## src/rtl/scan_addr_gen.sv

```systemverilog
// scan_addr_gen: read/write address generator for a KxK sliding-window scan
// Ports:
//   clk, n_reset       single clock, asynchronous active-low reset
//   width, length      image columns/rows, sampled on load_initial
//   initial_addr_r/_w  read/write bases, sampled on load_initial
//   mode               0 serpentine, 1 raster, sampled on load_initial
//   load_initial       level, loads configuration (wins over start_move)
//   start_move         level, one window move per cycle while scanning
//   addr_r, addr_w     current window anchor read address / output write address
//   direction          next move: 01 right, 10 left, 11 row advance, 00 raster return
//   move_done          one-cycle pulse after each move
//   load_done          one-cycle pulse after each load
//   all_done           level, scan complete until next load
module scan_addr_gen #(
    parameter int ADDR_W = 16,
    parameter int DIM_W  = 12,
    parameter int K      = 3
) (
    input  logic              clk,
    input  logic              n_reset,
    input  logic [DIM_W-1:0]  width,
    input  logic [DIM_W-1:0]  length,
    input  logic [ADDR_W-1:0] initial_addr_r,
    input  logic [ADDR_W-1:0] initial_addr_w,
    input  logic              mode,
    input  logic              load_initial,
    input  logic              start_move,
    output logic [ADDR_W-1:0] addr_r,
    output logic [ADDR_W-1:0] addr_w,
    output logic [1:0]        direction,
    output logic              move_done,
    output logic              load_done,
    output logic              all_done
);
    localparam logic [1:0] IDLE = 2'd0, SCAN = 2'd1, DONE = 2'd2;
    logic [1:0]        state;
    logic [DIM_W-1:0]  w, cols, rows, col, row;
    logic [DIM_W-1:0]  cols_in, rows_in, ncol, nrow, last_col;
    logic [ADDR_W-1:0] nr, nw;
    logic [1:0]        ndir;
    logic              md, ok, last;
    always_comb begin
        cols_in  = width - DIM_W'(K - 1);
        rows_in  = length - DIM_W'(K - 1);
        ok       = width >= DIM_W'(K) && length >= DIM_W'(K) && !(width == DIM_W'(K) && length == DIM_W'(K));
        ncol     = direction == 2'b01 ? col + DIM_W'(1) :
                   direction == 2'b10 ? col - DIM_W'(1) :
                   direction == 2'b11 ? col : '0;
        nrow     = direction[1] ~^ direction[0] ? row + DIM_W'(1) : row;
        nr       = direction == 2'b01 ? addr_r + ADDR_W'(1) :
                   direction == 2'b10 ? addr_r - ADDR_W'(1) :
                   direction == 2'b11 ? addr_r + ADDR_W'(w) : addr_r + ADDR_W'(K);
        // a raster return lands on column 0 of the next row, i.e. one output pixel further
        nw       = direction == 2'b10 ? addr_w - ADDR_W'(1) :
                   direction == 2'b11 ? addr_w + ADDR_W'(cols) : addr_w + ADDR_W'(1);
        // serpentine with an even row count finishes its last row heading left, at column 0
        last_col = (!md && !rows[0]) ? '0 : cols - DIM_W'(1);
        last     = nrow == rows - DIM_W'(1) && ncol == last_col;
        // odd rows of a serpentine scan travel left
        ndir     = cols == DIM_W'(1) ? 2'b11 :
                   md ? (ncol == cols - DIM_W'(1) ? 2'b00 : 2'b01) :
                   nrow[0] ? (ncol == '0 ? 2'b11 : 2'b10) :
                   (ncol == cols - DIM_W'(1) ? 2'b11 : 2'b01);
    end
    always_ff @(posedge clk or negedge n_reset) begin
        if (!n_reset) begin
            state     <= IDLE;
            w         <= '0;
            cols      <= '0;
            rows      <= '0;
            col       <= '0;
            row       <= '0;
            md        <= 1'b0;
            addr_r    <= '0;
            addr_w    <= '0;
            direction <= 2'b01;
            move_done <= 1'b0;
            load_done <= 1'b0;
            all_done  <= 1'b0;
        end else begin
            move_done <= 1'b0;
            load_done <= 1'b0;
            if (load_initial) begin
                w         <= width;
                cols      <= cols_in;
                rows      <= rows_in;
                md        <= mode;
                col       <= '0;
                row       <= '0;
                addr_r    <= initial_addr_r;
                addr_w    <= initial_addr_w;
                direction <= (ok && cols_in == DIM_W'(1)) ? 2'b11 : 2'b01;
                load_done <= 1'b1;
                all_done  <= !ok;
                state     <= ok ? SCAN : DONE;
            end else if (start_move && state == SCAN) begin
                col       <= ncol;
                row       <= nrow;
                addr_r    <= nr;
                addr_w    <= nw;
                direction <= ndir;
                move_done <= 1'b1;
                if (last) begin
                    all_done <= 1'b1;
                    state    <= DONE;
                end
            end
        end
    end
endmodule

```

## config.mk

```make
export PLATFORM = sky130hd
export DESIGN_NAME = scan_addr_gen
export DESIGN_NICKNAME = d
export VERILOG_FILES = /design/src/rtl/scan_addr_gen.sv
export SDC_FILE = /design/constraint.sdc
export NUM_CORES = 1
export LEC_CHECK = 0
export ABC_CLOCK_PERIOD_IN_PS = 10200
export CELL_PAD_IN_SITES_DETAIL_PLACEMENT = 1
export CELL_PAD_IN_SITES_GLOBAL_PLACEMENT = 2
export CORE_AREA = 2 2 190 192
export CTS_CLUSTER_SIZE = 40
export DETAILED_ROUTE_END_ITERATION = 7
export DIE_AREA = 0 0 192 194
export GPL_TIMING_DRIVEN = 0
export PLACE_DENSITY = 0.69
export RECOVER_POWER = 25
export SYNTH_ARGS = -nofsm -noshare
export SYNTH_HDL_FRONTEND = slang
export SYNTH_SLANG_ARGS = --single-unit
```

## constraint.sdc

```tcl
create_clock -name clk -period 10.2 [get_ports clk]
set_clock_uncertainty 0.2 [all_clocks]
set_input_delay 2.55 -clock clk [delete_from_list [all_inputs] [get_ports clk]]
set_output_delay 2.55 -clock clk [all_outputs]
set_load 0.03 [all_outputs]
```

# After elaboration in Yosys (flattened, before gate mapping)
# Cells that the tools add are included.
[totals]
output_inout_bits = 37
register_bits = 100
[classes]
n_addsub = 14
eq_ne = 11
bitwise = 1
n_lt_le_gt_ge = 2
muxes = 37
reduce_logical = 15
[ops]
columns = ["cell", "count"]
rows = [
  ["16-bit two-way mux", 9],
  ["12-bit two-way mux", 9],
  ["12-bit equality test", 3],
  ["12-bit by 1-bit subtractor with 12-bit output, second input constant", 3],
  ["16-bit by 1-bit adder with 16-bit output, second input constant", 2],
  ["16-bit by 12-bit adder with 16-bit output", 2],
  ["16-bit by 1-bit subtractor with 16-bit output, second input constant", 2],
  ["12-bit by 1-bit adder with 12-bit output, second input constant", 2],
  ["12-bit by 1-bit equality test with 1-bit output, second input constant", 2],
  ["12-bit by 2-bit equality test with 1-bit output, second input constant", 2],
  ["12-bit by 2-bit greater-or-equal comparator with 1-bit output, second input constant", 2],
  ["12-bit by 2-bit subtractor with 12-bit output, second input constant", 2],
  ["2-bit two-way mux", 11],
  ["16-bit by 2-bit adder with 16-bit output, second input constant", 1],
  ["12-bit logical NOT", 1],
  ["1-bit two-way mux", 8],
  ["1-bit logical AND", 7],
  ["2-bit by 1-bit equality test with 1-bit output, second input constant", 2],
  ["2-bit equality test, second input constant", 2],
  ["1-bit logical NOT", 4],
  ["2-bit nonzero test", 2],
  ["2-bit AND reduction", 1],
  ["1-bit XNOR", 1],
]

# Depth between registers and ports, before layout
[depth]
depth_word = 11
ltp_mapped = 22
ltp_nobuf = 21

# Worst setup path before layout
# No wires, ideal clock.
[synth_path]
path_kind = "flip-flop to flip-flop"
start = "register direction[0]"
end = "register addr_r[15]"
required_time_ns = 9.918
period_less_slack_ns = 5.140
path_stages_with_launch = 22
slack_ns = 5.060
arrival_time_ns = 4.858
setup_ns = 0.082
cell_sequence = "dfstp_2 -> ha_1 -> clkinv_1 -> nor2_1 -> ha_1 -> clkbuf_1 -> a21o_1 -> a41oi_1 -> or3_1 -> nor3_1 -> xnor2_1 -> nor2_1 -> ha_1 -> and2_1 -> a311o_1 -> a21oi_1 -> a21oi_1 -> a31o_2 -> a31oi_1 -> xor2_1 -> or3_1 -> a31oi_1"
[synth_between]
elab_chain_len = 6
elab_cells_between_ends = 8
classes_between = "eq/ne: 3; mux: 5"
[synth_lines]
columns = ["item", "line", "rtl"]
rows = [
  ["from (decl)", "30", "output logic [1:0] direction,"],
  ["from (signal assigned)", "92", "direction <= (ok && cols_in == DIM_W'(1)) ? 2'b11 : 2'b01;"],
  ["from (signal assigned)", "101", "direction <= ndir;"],
  ["2-bit equality test", "52", "direction == 2'b11 ? addr_r + ADDR_W'(w) : addr_r + ADDR_W'(K);"],
  ["16-bit two-way mux", "52", ""],
  ["16-bit two-way mux", "51", "direction == 2'b10 ? addr_r - ADDR_W'(1) :"],
  ["16-bit two-way mux *", "50", "nr = direction == 2'b01 ? addr_r + ADDR_W'(1) :"],
  ["16-bit two-way mux *", "96", "end else if (start_move && state == SCAN) begin"],
  ["16-bit two-way mux *", "83", "if (load_initial) begin"],
  ["to (signal assigned)", "90", "addr_r <= initial_addr_r;"],
  ["to (signal assigned)", "99", "addr_r <= nr;"],
  ["to (decl)", "28", "output logic [ADDR_W-1:0] addr_r,"],
]
# Every way passes the cells marked *; elsewhere a longest branch is shown, timed or not. The select of a mux whose other input is x is not followed.
# A chain may end at the register's enable or synchronous reset.

# Final worst setup path
[layout_path]
start = "register direction[1]"
end = "register addr_r[15]"
# The elaborated chain is that of the path after synthesis.

==> results.json <==
{
  "cap_violations": 1,
  "place_area_um2": 9920,
  "peakVddDrop_mv": 0.0844,
  "power.internal_uw": 853,
  "vias_per_cell": 5.02,
  "violations": "capacitance limit, slew limit",
  "drtIter0Drc": 479,
  "arrival_ps": 6260,
  "reg2regPathDepth": 21,
  "hpwl_mm": 24.9,
  "start_util_pct": 23.7,
  "post_drt_wl_per_cell_um": 19.5,
  "worstHoldPathCells": 1,
  "drive_above_1_share_pct": 5.07,
  "use_met3_pct": 2.33,
  "grt_first_pass_wirelength_mm": 49.1,
  "grt_max_degree": 61,
  "top_usage_layer": "met2",
  "yosysTopAreaCellShare_pct": 29.1,
  "synth_top_area_cell": "dfrtp_1",
  "stdcell_count": 1624,
  "root_buffer": "clkbuf_16",
  "clkTransAtPathRegs_ps": 80,
  "layout_min_cycle_time_ps": 6160,
  "synth_edf_count": 0,
  "floorplan.die_area_um2": 37200,
  "syn2layout_area_growth_pct": 22.8,
  "hp-class": "flop to flop",
  "ys_top_cells_by_area": "dfrtp_1 (29%), xnor2_1 (6.7%), ha_1 (6.6%)",
  "fp.dieH_um": 194,
  "async_flop_share_pct": 100,
  "utilization_pct": 29.1,
  "rsz0062_at_grt": "no",
  "r2r_slack_ps": 4040,
  "final_antenna_net_count": 0,
  "syn_area_um2": 8350,
  "gr-total-overflow": 0,
  "clk_latency_ps": 370,
  "postCtsSetupBuffers": 0,
  "finalWorstSetupSlack_ps": 4040,
  "ys_seq_area_share_pct": 29.4,
  "finalNetCount": 1265,
  "fin_setup_tns_ps": 0,
  "min-delay-start": "state[0]$_DFFE_PN0P_",
  "fin_crit_sh_pct": 60.4,
  "syn-instance-count": 1049,
  "worst_slew_pin_slew_ps": 2460,
  "die_w_um": 192,
  "grt_util_met2_pct": 27.0,
  "comb_power_share_pct": 36.9,
  "core-area_um2": 35200,
  "clkPwrFrac_pct": 28.9,
  "dr.pass1.iters": 5,
  "ios": 98,
  "whs_endpoint": "state[0]$_DFFE_PN0P_",
  "final_cell_area_um2": 10200,
  "synth.distinct_cells": 78,
  "clock.fmax_mhz": 162,
  "power.switching_uw": 540,
  "antenna_found_initial": 0,
  "post-place-ws_ps": 4020,
  "rows": 69,
  "avgSynthCellArea_um2": 7.96,
  "grt_use_total_pct": 17.2,
  "ys_ff_latch": 98,
  "ys_warn_count": 0,
  "vias": 8158,
  "port_buffers": 97,
  "place_congestion": 0.843,
  "cp-end-kind": "flop",
  "required_ps": 10300,
  "cts.repair.resized": 0,
  "worst-path-max-fanout": 10,
  "p_leak_nw": 4.07,
  "cts_tree": "yes",
  "setup_viol": 0,
  "r2r-end": "addr_r[15]$_DFFE_PN0P_",
  "ctsHoldBuffers": 0,
  "wl_mm": 31.6,
  "status": "finished, violations left",
  "drcViolationCount": 0,
  "hold_viol": 0,
  "crit_type": "flop to flop",
  "power.share.sequential_pct": 34.2,
  "grt_pass1_vias": 8238,
  "ys.flop_type": "dfrtp_1",
  "cts.path.max_buffers": 2,
  "slew_headroom_pct": -63.8,
  "power_density_nw_per_um2": 136,
  "clock_sinks": 98,
  "htreeDepth": 3,
  "dp_cells": 1608,
  "r2r_start": "direction[1]$_DFFE_PN0P_",
  "antenna_cells": 0,
  "syn-num-nets": 1156,
  "swShare_pct": 38.8,
  "worstSetupStartpointType": "flop",
  "final_max_slew_viol_count": 39,
  "post-synth-top-count-cell": "nor2_1",
  "grt_util_met1_pct": 25.0,
  "yosys-top-cells-count": "nor2_1 (114), nand2_1 (101), dfrtp_1 (97), a21oi_1 (86), o21ai_0 (65)",
  "cts_buffers": 9
}
## worst max-delay path, cell delays in order, from the launching register on
cell	delay, ps
dfrtp_1	550
ha_1	350
buf_2	330
buf_1	510
clkbuf_1	390
clkbuf_1	340
nand2b_1	160
ha_1	180
o21ai_0	170
nor3_1	280
xnor2_1	160
nor2_1	70
ha_1	350
and2_1	190
a311o_1	320
a21oi_1	260
a21oi_1	170
a31o_2	300
a31oi_1	190
xor2_1	100
or3_1	310
a31oi_1	170
## layout make-up
class / instances / area, µm²
inverters: 43 / 161
clock inverters: 7 / 106
clock buffers: 9 / 225
plain buffers: 56 / 221
repair buffers: 98 / 992
fillers: 4230 / 25000
well taps: 461 / 577
multi-input cells: 852 / 5510
flip-flops and latches: 98 / 2450
## stage by stage
step           hold WS, ps  power (mW)
2_1_floorplan          266       0.803
3_3_place_gp           287       0.991
3_5_place_dp           295       0.999
4_1_cts                314        1.41
5_1_grt                337        1.49
6_report               309        1.39
## layout by cell type, fill, tap and decap left out, types with 12 or more instances in the layout
master / instances
a211oi_1: 12
a21o_1: 13
a21oi_1: 86
a31oi_1: 17
and3_1: 18
clkbuf_1: 44
clkdlybuf4s50_1: 95
dfrtp_1: 97
ha_1: 44
inv_1: 41
nand2_1: 101
nand2b_1: 12
nand3_1: 26
nand4_1: 12
nor2_1: 114
nor3_1: 41
nor4_1: 19
o21a_1: 12
o21ai_0: 65
or3_1: 13
xnor2_1: 64
xor2_1: 43
## kinds of logic (layout without fill, tap and decap cells)
family          count (synthesis)  in the layout  synth area share, %
xor+xnor                      108            108                 11.4
mux                            17             17                 2.19
compound gates                273            273                 20.9
simple gates                  408            408                 24.4
buf+inv                        99            213                 4.59
fa+ha+maj                      46             46                 7.08
flops                          98             98                 29.4
## power groups by stage
| stage | logic [mW] | clock network (mW) | registers, mW |
|---|---|---|---|
| final | 0.515 | 0.402 | 0.476 |
| after global routing | 0.569 | 0.434 | 0.483 |
| after CTS | 0.518 | 0.418 | 0.476 |
| after detailed placement | 0.515 | 0 | 0.484 |
| after global placement | 0.508 | 0 | 0.483 |
| after floorplan | 0.300 | 0 | 0.503 |
## sequential cells by signal (all words and copies together) (netlist names)
name,cells
addr_r,16
addr_w,16
all_done,1
col,12
cols,11
direction,2
load_done,1
md,1
move_done,1
row,12
rows,12
state,1
w,12
## how the worst max path moves through the flow
stage | start | to
2_1_floorplan | direction[0]$_DFFE_PN1P_ | addr_r[15]$_DFFE_PN0P_
3_3_place_gp | n_reset | move_done$_DFF_PN0_
3_5_place_dp | direction[1]$_DFFE_PN0P_ | addr_r[15]$_DFFE_PN0P_
4_1_cts | direction[1]$_DFFE_PN0P_ | addr_r[15]$_DFFE_PN0P_
5_1_grt | direction[1]$_DFFE_PN0P_ | addr_r[15]$_DFFE_PN0P_
6_report | direction[1]$_DFFE_PN0P_ | addr_r[15]$_DFFE_PN0P_
## per-layer routing
| metal | vias to the layer above | part of all wire, % |
|---|---|---|
| li1 | 3963 | - |
| met1 | 4038 | 51 |
| met2 | 137 | 45 |
| met3 | 20 | 3.4 |
| met4 | 0 | 1.2 |
| met5 | - | 0 |
(Power assumes the default switching activity.)
